==> config.mk <==
export PLATFORM = sky130hd
export DESIGN_NAME = instr_fetch_unit
export DESIGN_NICKNAME = d
export VERILOG_FILES = /design/src/rtl/instr_fetch_unit.sv
export SDC_FILE = /design/constraint.sdc
export NUM_CORES = 1
export LEC_CHECK = 0
export CAP_MARGIN = 40
export CORE_MARGIN = 4
export CORE_UTILIZATION = 45
export DETAILED_ROUTE_END_ITERATION = 8
export GPL_TIMING_DRIVEN = 0
export PLACE_DENSITY = 0.86
export SLEW_MARGIN = 0
export SYNTH_ARGS = -nofsm -noshare
export SYNTH_HDL_FRONTEND = slang
export SYNTH_SLANG_ARGS = --single-unit
==> constraint.sdc <==
create_clock -name clk -period 3.7 [get_ports clk]
set_input_delay 0.74 -clock clk [delete_from_list [all_inputs] [get_ports clk]]
set_output_delay 0.74 -clock clk [all_outputs]
set_load 0.02 [all_outputs]
==> src/rtl/instr_fetch_unit.sv <==
// instr_fetch_unit: program counter plus ROM fetch sequencer that presents a stable instruction word.
// Optional halt-word detection is compiled in when IFU_HALT_DETECT_EN is defined.
module instr_fetch_unit #(
    parameter int unsigned       ADDR_W    = 8,
    parameter logic [ADDR_W-1:0] RESET_PC  = '0,
    parameter int unsigned       ROM_LAT   = 1,
    parameter logic [15:0]       HALT_WORD = 16'h50FF
) (
    input  logic              clk,
    input  logic              rst,
    input  logic              instr_end,
    input  logic              jmp,
    output logic [ADDR_W-1:0] rom_addr,
    output logic              rom_rd_en,
    input  logic [15:0]       rom_data,
    output logic [15:0]       instr,
    output logic [ADDR_W-1:0] pc,
    output logic              stall,
    output logic              halted
);

`ifdef IFU_HALT_DETECT_EN
    localparam bit HALT_EN = 1'b1;
`else
    localparam bit HALT_EN = 1'b0;
`endif

    typedef enum logic [1:0] {StFill, StWait, StHold} state_t;

    localparam logic [1:0] LAT_LAST = 2'(ROM_LAT - 1);

    state_t            state_q, state_d;
    logic [ADDR_W-1:0] pc_q, pc_d;
    logic [15:0]       instr_q, instr_d;
    logic [1:0]        cnt_q, cnt_d;
    logic              halt_q, halt_d;

    always_ff @(posedge clk or posedge rst) begin
        if (rst) begin
            state_q <= StFill;
            pc_q    <= RESET_PC;
            instr_q <= 16'h0000;
            cnt_q   <= 2'd0;
            halt_q  <= 1'b0;
        end else begin
            state_q <= state_d;
            pc_q    <= pc_d;
            instr_q <= instr_d;
            cnt_q   <= cnt_d;
            halt_q  <= halt_d;
        end
    end

    always_comb begin
        state_d = state_q;
        pc_d    = pc_q;
        instr_d = instr_q;
        cnt_d   = cnt_q;
        halt_d  = halt_q;
        unique case (state_q)
            StFill: begin
                cnt_d   = 2'd0;
                state_d = StWait;
            end
            StWait: begin
                if (cnt_q == LAT_LAST) begin
                    cnt_d   = 2'd0;
                    instr_d = rom_data;
                    state_d = StHold;
                    if (HALT_EN && (rom_data == HALT_WORD)) begin
                        halt_d = 1'b1;
                    end
                end else begin
                    cnt_d = cnt_q + 2'd1;
                end
            end
            StHold: begin
                // A halted unit stays parked in HOLD with stall raised until reset.
                if (instr_end && !halt_q) begin
                    pc_d    = jmp ? instr_q[ADDR_W-1:0] : pc_q + ADDR_W'(1);
                    state_d = StFill;
                end
            end
            default: state_d = StFill;
        endcase
    end

    assign rom_addr  = pc_q;
    // Gated by rst so no read strobe escapes while reset is held in FILL.
    assign rom_rd_en = (state_q == StFill) && !rst;
    assign instr     = instr_q;
    assign pc        = pc_q;
    assign stall     = (state_q != StHold) || halt_q;
    assign halted    = HALT_EN && halt_q;

endmodule

==> results.md <==
* Clock network power share at a little under an eighth
* Leading cell types by total area after synthesis: sky130_fd_sc_hd__dfrtp_1 (50%), sky130_fd_sc_hd__mux2_2 (13%), sky130_fd_sc_hd__buf_4 (5.4%)
* Root buf cell: sky130_fd_sc_hd__clkbuf_4
* Yosys warning total at 0
* Row count at 19
* Routed len/inst at about 14 microns
* Top-level port count at 55
* Worst Setup SP: rst
* Area Growth Syn to Fin at 47.3%
* Outcome: finished, final reports clean
* Number of antenna violations at the first check in global routing at 0
* Count of input and output buffers at 53
* Detailed Route Iter0 Violations at 62
* Net Sw Power at 0.675 mW
* VDD IR-drop max at 0.000455 V
* CTS sink cnt at 28
* Combinational share of power at a little under three fifths
* Most common cell after layout, fill and taps aside: sky130_fd_sc_hd__clkdlybuf4s50_1
* Type of origin of the critical path: input port
* Commonest non-fill, non-tap cells in the layout: sky130_fd_sc_hd__clkdlybuf4s50_1 (53), sky130_fd_sc_hd__dfrtp_1 (28), sky130_fd_sc_hd__mux2_2 (16), sky130_fd_sc_hd__buf_4 (10), sky130_fd_sc_hd__o21ai_0 (10)
* CTS tree: yes
* Largest net degree at the start of global routing at 17
* Peak Freq at 373 MHz
* Setup Fix Bufs, Post-CTS at 0
* Detailed Place HPWL at 2470 microns
* Post-route clock period utilization at ~72%
* Hold buffers post-CTS at 0
* Proportion of synthesized chip area in sequential cells at roughly half
* Average vias per placed instance at roughly 5.2
* Count of endpoints failing hold in the final timing report at 0
* CTS Buffer Depth at 2
* Max-slew violations at 0
* Distinct cell type count after synthesis at 32
* Arrival time of the worst setup path at between 1.5 and 2 ns
* Post-Route WL at 3120 microns
* GP Congestion at just over 0.8
* Syn nets at between 100 and 150
* Switching Fraction at a little under two fifths
* X dimension of the die at 63.8 microns
* Maximum fanout along the worst path at 2
* Worst-skew pair later-pin latency at roughly 0.33 ns
* Total Neg Setup Slack at 0 ns
* Remaining max-slew budget at the tightest pin at approximately three fifths
* Cell area power density at 857 nW/um^2
* R2r endpoint: instr[8]$_DFFE_PP0P_
* Count of final setup violators at 0
* Worst path setup slack after routing at 1.02 ns
* Via count of the first global-routing pass at approximately 1200
* Type of the most critical hold path: flip-flop to flip-flop
* First-pass GRT wire length at approximately 5600 microns
* Number of detailed-route iterations in the first pass at 4
* Setup CP Type: input port to output pin
* Remaining global-route overflow at 0
* Critical path destination: rom_rd_en
* Tmin final at between 2 and 3 ns
* Maxcap violations at 0
* Area inside the core boundary at about 2900 sq um
* Design internal power at around 1.1 mW
* Clock-pin slew reported for the worst setup and hold paths after clock tree synthesis at approximately 0.14 ns
* Leak Pwr at approximately 0.88 nW
* Vias after detailed routing at 1144
* Layout cell share with drive strength beyond 1 at approximately 21%
* Minimum setup slack after placement at between 1 and 1.5 ns
* Reg-to-reg slack, setup at approximately 2.1 ns
* Start of the worst register-to-register path: cnt_q[0]$_DFFE_PP0P_
* Flop and latch count out of synthesis at 28
* Setup Skew at ~0.0092 ns
* Count of antenna-violating nets left after detailed routing at 0
* Worst endpoint required time at slightly below 3 ns
* Floorplan die height at between 60 and 70 microns
* Kind of end point of the critical path: output pin
* Overall global routing resource usage at around 17%
* Slew at the pin with the worst max-slew slack at between 0.5 and 0.6 ns
* Layout net count at 203
* Number of design rule violations left after detail routing at 0
* Portion of total power attributed to sequential cells at about 32%
* Post-synth top area cell: sky130_fd_sc_hd__dfrtp_1
* Average cell area after synthesis at 11.6 sq um
* H-Tree Level Count at 1
* Power after layout at approximately 1.8 mW
* Post-CTS resize count at 0
* Die ar. at roughly 4100 sq um
* Initial Util at around half
* Cell Area, Synth at between 1000 and 1500 sq um
* Cell depth of the worst flop-to-flop path at 5
* Inserted Clock Buffers at 3
* Count of inserted antenna diode cells at 0
* Number of instances in the synthesized netlist at 121
* Yosys top cell area share at 50.0%
* RSZ-0062 raised after global routing: false
-- layout make-up --
class,instances,area [sq um]
Fill cell,210,812
Sequential cell,28,701
Multi-Input combinational cell,73,571
Timing Repair Buffer,54,558
Buffer,14,108
Tap cell,42,52.6
Clock inverter,1,30.0
Clock buffer,3,22.5
Inverter,6,22.5
-- layer usage --
layer	global-route usage (%)	vias to the layer above	share of wire (%)
li1	-	536	-
met5	0	-	0
met1	19.7	544	39
met2	29.2	60	50
met4	5.39	0	1.1
met3	5.78	4	9.5
-- power by group through the flow --
stage	Clock, mW	Sequential (mW)	Combinational [mW]
6_report	0.200	0.567	1.00
5_1_grt	0.220	0.592	1.08
4_1_cts	0.205	0.565	1.02
3_5_place_dp	0	0.573	1.01
3_3_place_gp	0	0.560	0.979
2_1_floorplan	0	0.704	0.430
-- state kept, by name, indices dropped and copies added (netlist names) --
name / flops
cnt_q: 2
pc: 8
instr: 16
state_q: 2
-- logic make-up (layout without fill, tap and decap cells) --
kind of cell    after synthesis  in the layout  share of synthesized area (%)
compound gates               22             22                           9.55
fa+ha+maj                     3              3                           2.68
buf+inv                      20             78                           9.29
flops                        28             28                           50.0
mux                          20             20                           15.7
other cells                   1              1                          0.268
simple gates                 27             27                           12.5
-- critical path, stage by stage --
cell,delay (ns)
sky130_fd_sc_hd__clkdlybuf4s50_1,0.43
sky130_fd_sc_hd__nor3_1,0.14
sky130_fd_sc_hd__clkdlybuf4s50_1,0.63
-- cell usage after synthesis --
| cell | number |
|---|---|
| sky130_fd_sc_hd__nand2_1 | 7 |
| sky130_fd_sc_hd__nand4_1 | 1 |
| sky130_fd_sc_hd__conb_1 | 1 |
| sky130_fd_sc_hd__o31a_1 | 1 |
| sky130_fd_sc_hd__a22oi_1 | 2 |
| sky130_fd_sc_hd__nand3b_4 | 2 |
| sky130_fd_sc_hd__buf_2 | 2 |
| sky130_fd_sc_hd__o21ai_0 | 10 |
| sky130_fd_sc_hd__or4b_1 | 1 |
| sky130_fd_sc_hd__o211ai_1 | 2 |
| sky130_fd_sc_hd__o22ai_1 | 2 |
| sky130_fd_sc_hd__a311oi_1 | 1 |
| sky130_fd_sc_hd__a21oi_1 | 2 |
| sky130_fd_sc_hd__and2_1 | 1 |
| sky130_fd_sc_hd__buf_6 | 2 |
| sky130_fd_sc_hd__nor2_1 | 5 |
| sky130_fd_sc_hd__nand4b_1 | 1 |
| sky130_fd_sc_hd__and3b_1 | 1 |
| sky130_fd_sc_hd__a31oi_1 | 1 |
| sky130_fd_sc_hd__nor4b_1 | 1 |
| sky130_fd_sc_hd__dfrtp_1 | 28 |
| sky130_fd_sc_hd__mux2_2 | 16 |
| sky130_fd_sc_hd__nand3_1 | 3 |
| sky130_fd_sc_hd__and3_1 | 1 |
| sky130_fd_sc_hd__inv_1 | 6 |
| sky130_fd_sc_hd__nand2b_1 | 1 |
| sky130_fd_sc_hd__buf_4 | 10 |
| sky130_fd_sc_hd__a211oi_1 | 1 |
| sky130_fd_sc_hd__nor3_1 | 1 |
| sky130_fd_sc_hd__ha_1 | 3 |
| sky130_fd_sc_hd__or3b_1 | 1 |
| sky130_fd_sc_hd__mux2i_1 | 4 |
-- worst min path at each step --
| stage | start | end | slack [ns] | depth (start not counted) |
|---|---|---|---|---|
| after floorplan | cnt_q[0]$_DFFE_PP0P_ | cnt_q[0]$_DFFE_PP0P_ | 0.45 | 2 |
| after global placement | cnt_q[0]$_DFFE_PP0P_ | cnt_q[0]$_DFFE_PP0P_ | 0.47 | 2 |
| after detailed placement | cnt_q[0]$_DFFE_PP0P_ | cnt_q[0]$_DFFE_PP0P_ | 0.48 | 2 |
| after CTS | cnt_q[0]$_DFFE_PP0P_ | cnt_q[0]$_DFFE_PP0P_ | 0.52 | 2 |
| after global routing | cnt_q[0]$_DFFE_PP0P_ | cnt_q[0]$_DFFE_PP0P_ | 0.56 | 2 |
| final | cnt_q[0]$_DFFE_PP0P_ | cnt_q[0]$_DFFE_PP0P_ | 0.51 | 2 |
-- metrics by stage --
step / util (%) / hold WS, ns / area [sq um] / instances
4_1_cts: 71.8 / 0.518 / 2060 / 221
3_5_place_dp: 69.9 / 0.484 / 2010 / 217
2_1_floorplan: - / 0.453 / 1400 / 121
6_report: 71.8 / 0.514 / 2060 / 221
3_3_place_gp: 69.0 / 0.469 / 1980 / 216
5_1_grt: 71.8 / 0.556 / 2060 / 221
Power figures use the tool's default switching activity.
==> variant (same flow settings) <==
The option `IFU_HALT_DETECT_EN` is turned on by a define.
--- a/src/rtl/instr_fetch_unit.sv
+++ b/src/rtl/instr_fetch_unit.sv
@@ -1,5 +1,7 @@
 // instr_fetch_unit: program counter plus ROM fetch sequencer that presents a stable instruction word.
 // Optional halt-word detection is compiled in when IFU_HALT_DETECT_EN is defined.
+`define IFU_HALT_DETECT_EN
+
 module instr_fetch_unit #(
     parameter int unsigned       ADDR_W    = 8,
     parameter logic [ADDR_W-1:0] RESET_PC  = '0,
Formal check against the unedited RTL: not equivalent (Yosys sat finds a counterexample within 4 cycles, from zero or initial values and one cycle with rst high).
==> variant against the unedited design <==
  * Die area rose by 4.1%
  * Wire length rose by 21%
  * Total power rose by 1.2%
  * Setup slack improved by 23 ps
  * Clock power fell by 5%
  * Final area rose by 2.7%
  * Count of clock-buffer cells in the layout rose by 3
  * Sequential cell count rose by 1
  * Area after synthesis rose by 4.7%
  * Critical path type unchanged
==> variant: results (changes against the unedited design) <==
- Final #Nets: 210 (+3.4%)
- Placement Cell Area: 2070 sq um (+2.8%)
- Max VDD drop: 398 uV (-13%)
- Layout Cells excl Fill: 232 (+5.0%)
- Final GP Congestion: 0.816 (+0.48%)
- Flip-flop count of the largest register, all copies and words added: 16 (unchanged)
- Net switching component of the power: 0.720 mW (+6.7%)
- Total GRT Usage: 19.5% (+2.6 points)
- Placed insts: 224 (+3.2%)
- Cell types occupying the most area after synthesis: sky130_fd_sc_hd__dfrtp_1, sky130_fd_sc_hd__mux2_2, sky130_fd_sc_hd__buf_4
- Layout cell share with drive strength beyond 1: 22.3% (+1.7 points)
- Antenna violations before repair: 0 (unchanged)
- Cell count after synthesis: 126 (+4.1%)
- Worst hold slack across all endpoints: 508 ps (-5.94 ps)
- Number of instances on the worst hold path: 1 (-1)
- Worst endpoint data arrival time: 1920 ps (-20 ps)
- Adder and majority gate portion of the synthesized area: 2.56% (-0.12 points)
- Worst setup skew after layout: 13.8 ps (+4.60 ps)
- Worst R2R End: instr[15]$_DFFE_PP0P_
- Top cell types by occurrence after synthesis: sky130_fd_sc_hd__dfrtp_1, sky130_fd_sc_hd__mux2_2, sky130_fd_sc_hd__buf_4
- Clock-pin transition on the worst setup and hold timing paths: 90 ps (-50 ps)
- Number of buffers created by CTS: 5 (+2)
- Compound-cell area share of the yosys netlist: 10.3% (+0.76 points)
- Placed wire-length estimate: 2.89 mm (+17%)
- Post-synth net total: 149 (+3.5%)
- Leak: 0.914 nW (+4.0%)
- Pin count of the biggest net entering global routing: 17 (unchanged)
- Routed wire length: 3.76 mm (+21%)
- Fraction of synthesized area in multiplexers: 15.8% (+0.057 points)
- Part of the total power dissipated in sequential elements: 33.5% (+1.5 points)
- Crit Reg-Reg Startpoint: cnt_q[0]$_DFFE_PP0P_
- Max_slew headroom: 57.0% (-3.6 points)
- Via count of the first global-routing pass: 1327 (+11%)
- Number of endpoints with negative hold slack in the final report: 0 (unchanged)
- Via count: 1244 (+8.7%)
- Number of distinct library cells after synthesis: 36 (+13%)
- Count of input and output buffers: 53 (unchanged)
- CTS HTree Levels: 2 (+1)
- Run status: complete, no violations
- Sequential element share of the synthesized area: 49.4% (-0.55 points)
- Worst hold start: instr[14]$_DFFE_PP0P_
- Destination of the worst hold path: instr[14]$_DFFE_PP0P_
-- variant: per-layer routing --
layer	wire length, um	track usage (%)	vias to the layer above	share of wire [%]
li1	-	-	571	-
met2	1910	34.1	53	51
met4	66	7.51	0	1.8
met5	0	0	-	0
met3	295	7.52	7	7.8
met1	1490	21.4	613	40
-- variant: worst max path at each step --
stage / to / startpoint / slack, ps / cells past startpoint
after floorplan: rom_rd_en / rst / 1760 / 1
after global placement: rom_rd_en / rst / 1040 / 3
after detailed placement: rom_rd_en / rst / 1060 / 3
after CTS: rom_rd_en / rst / 1040 / 3
after global routing: stall / state_q[1]$_DFFE_PP0P_ / 990 / 3
final: rom_rd_en / rst / 1040 / 3
-- variant: layout make-up --
type	count	area (sq um)
well taps	44	55.1
repair buffers	54	546
clock inverters	2	10.0
plain buffers	13	98.8
multi-input cells	77	617
clock buffers	6	41.3
fillers	234	958
inverters	7	26.3
flip-flops and latches	29	726
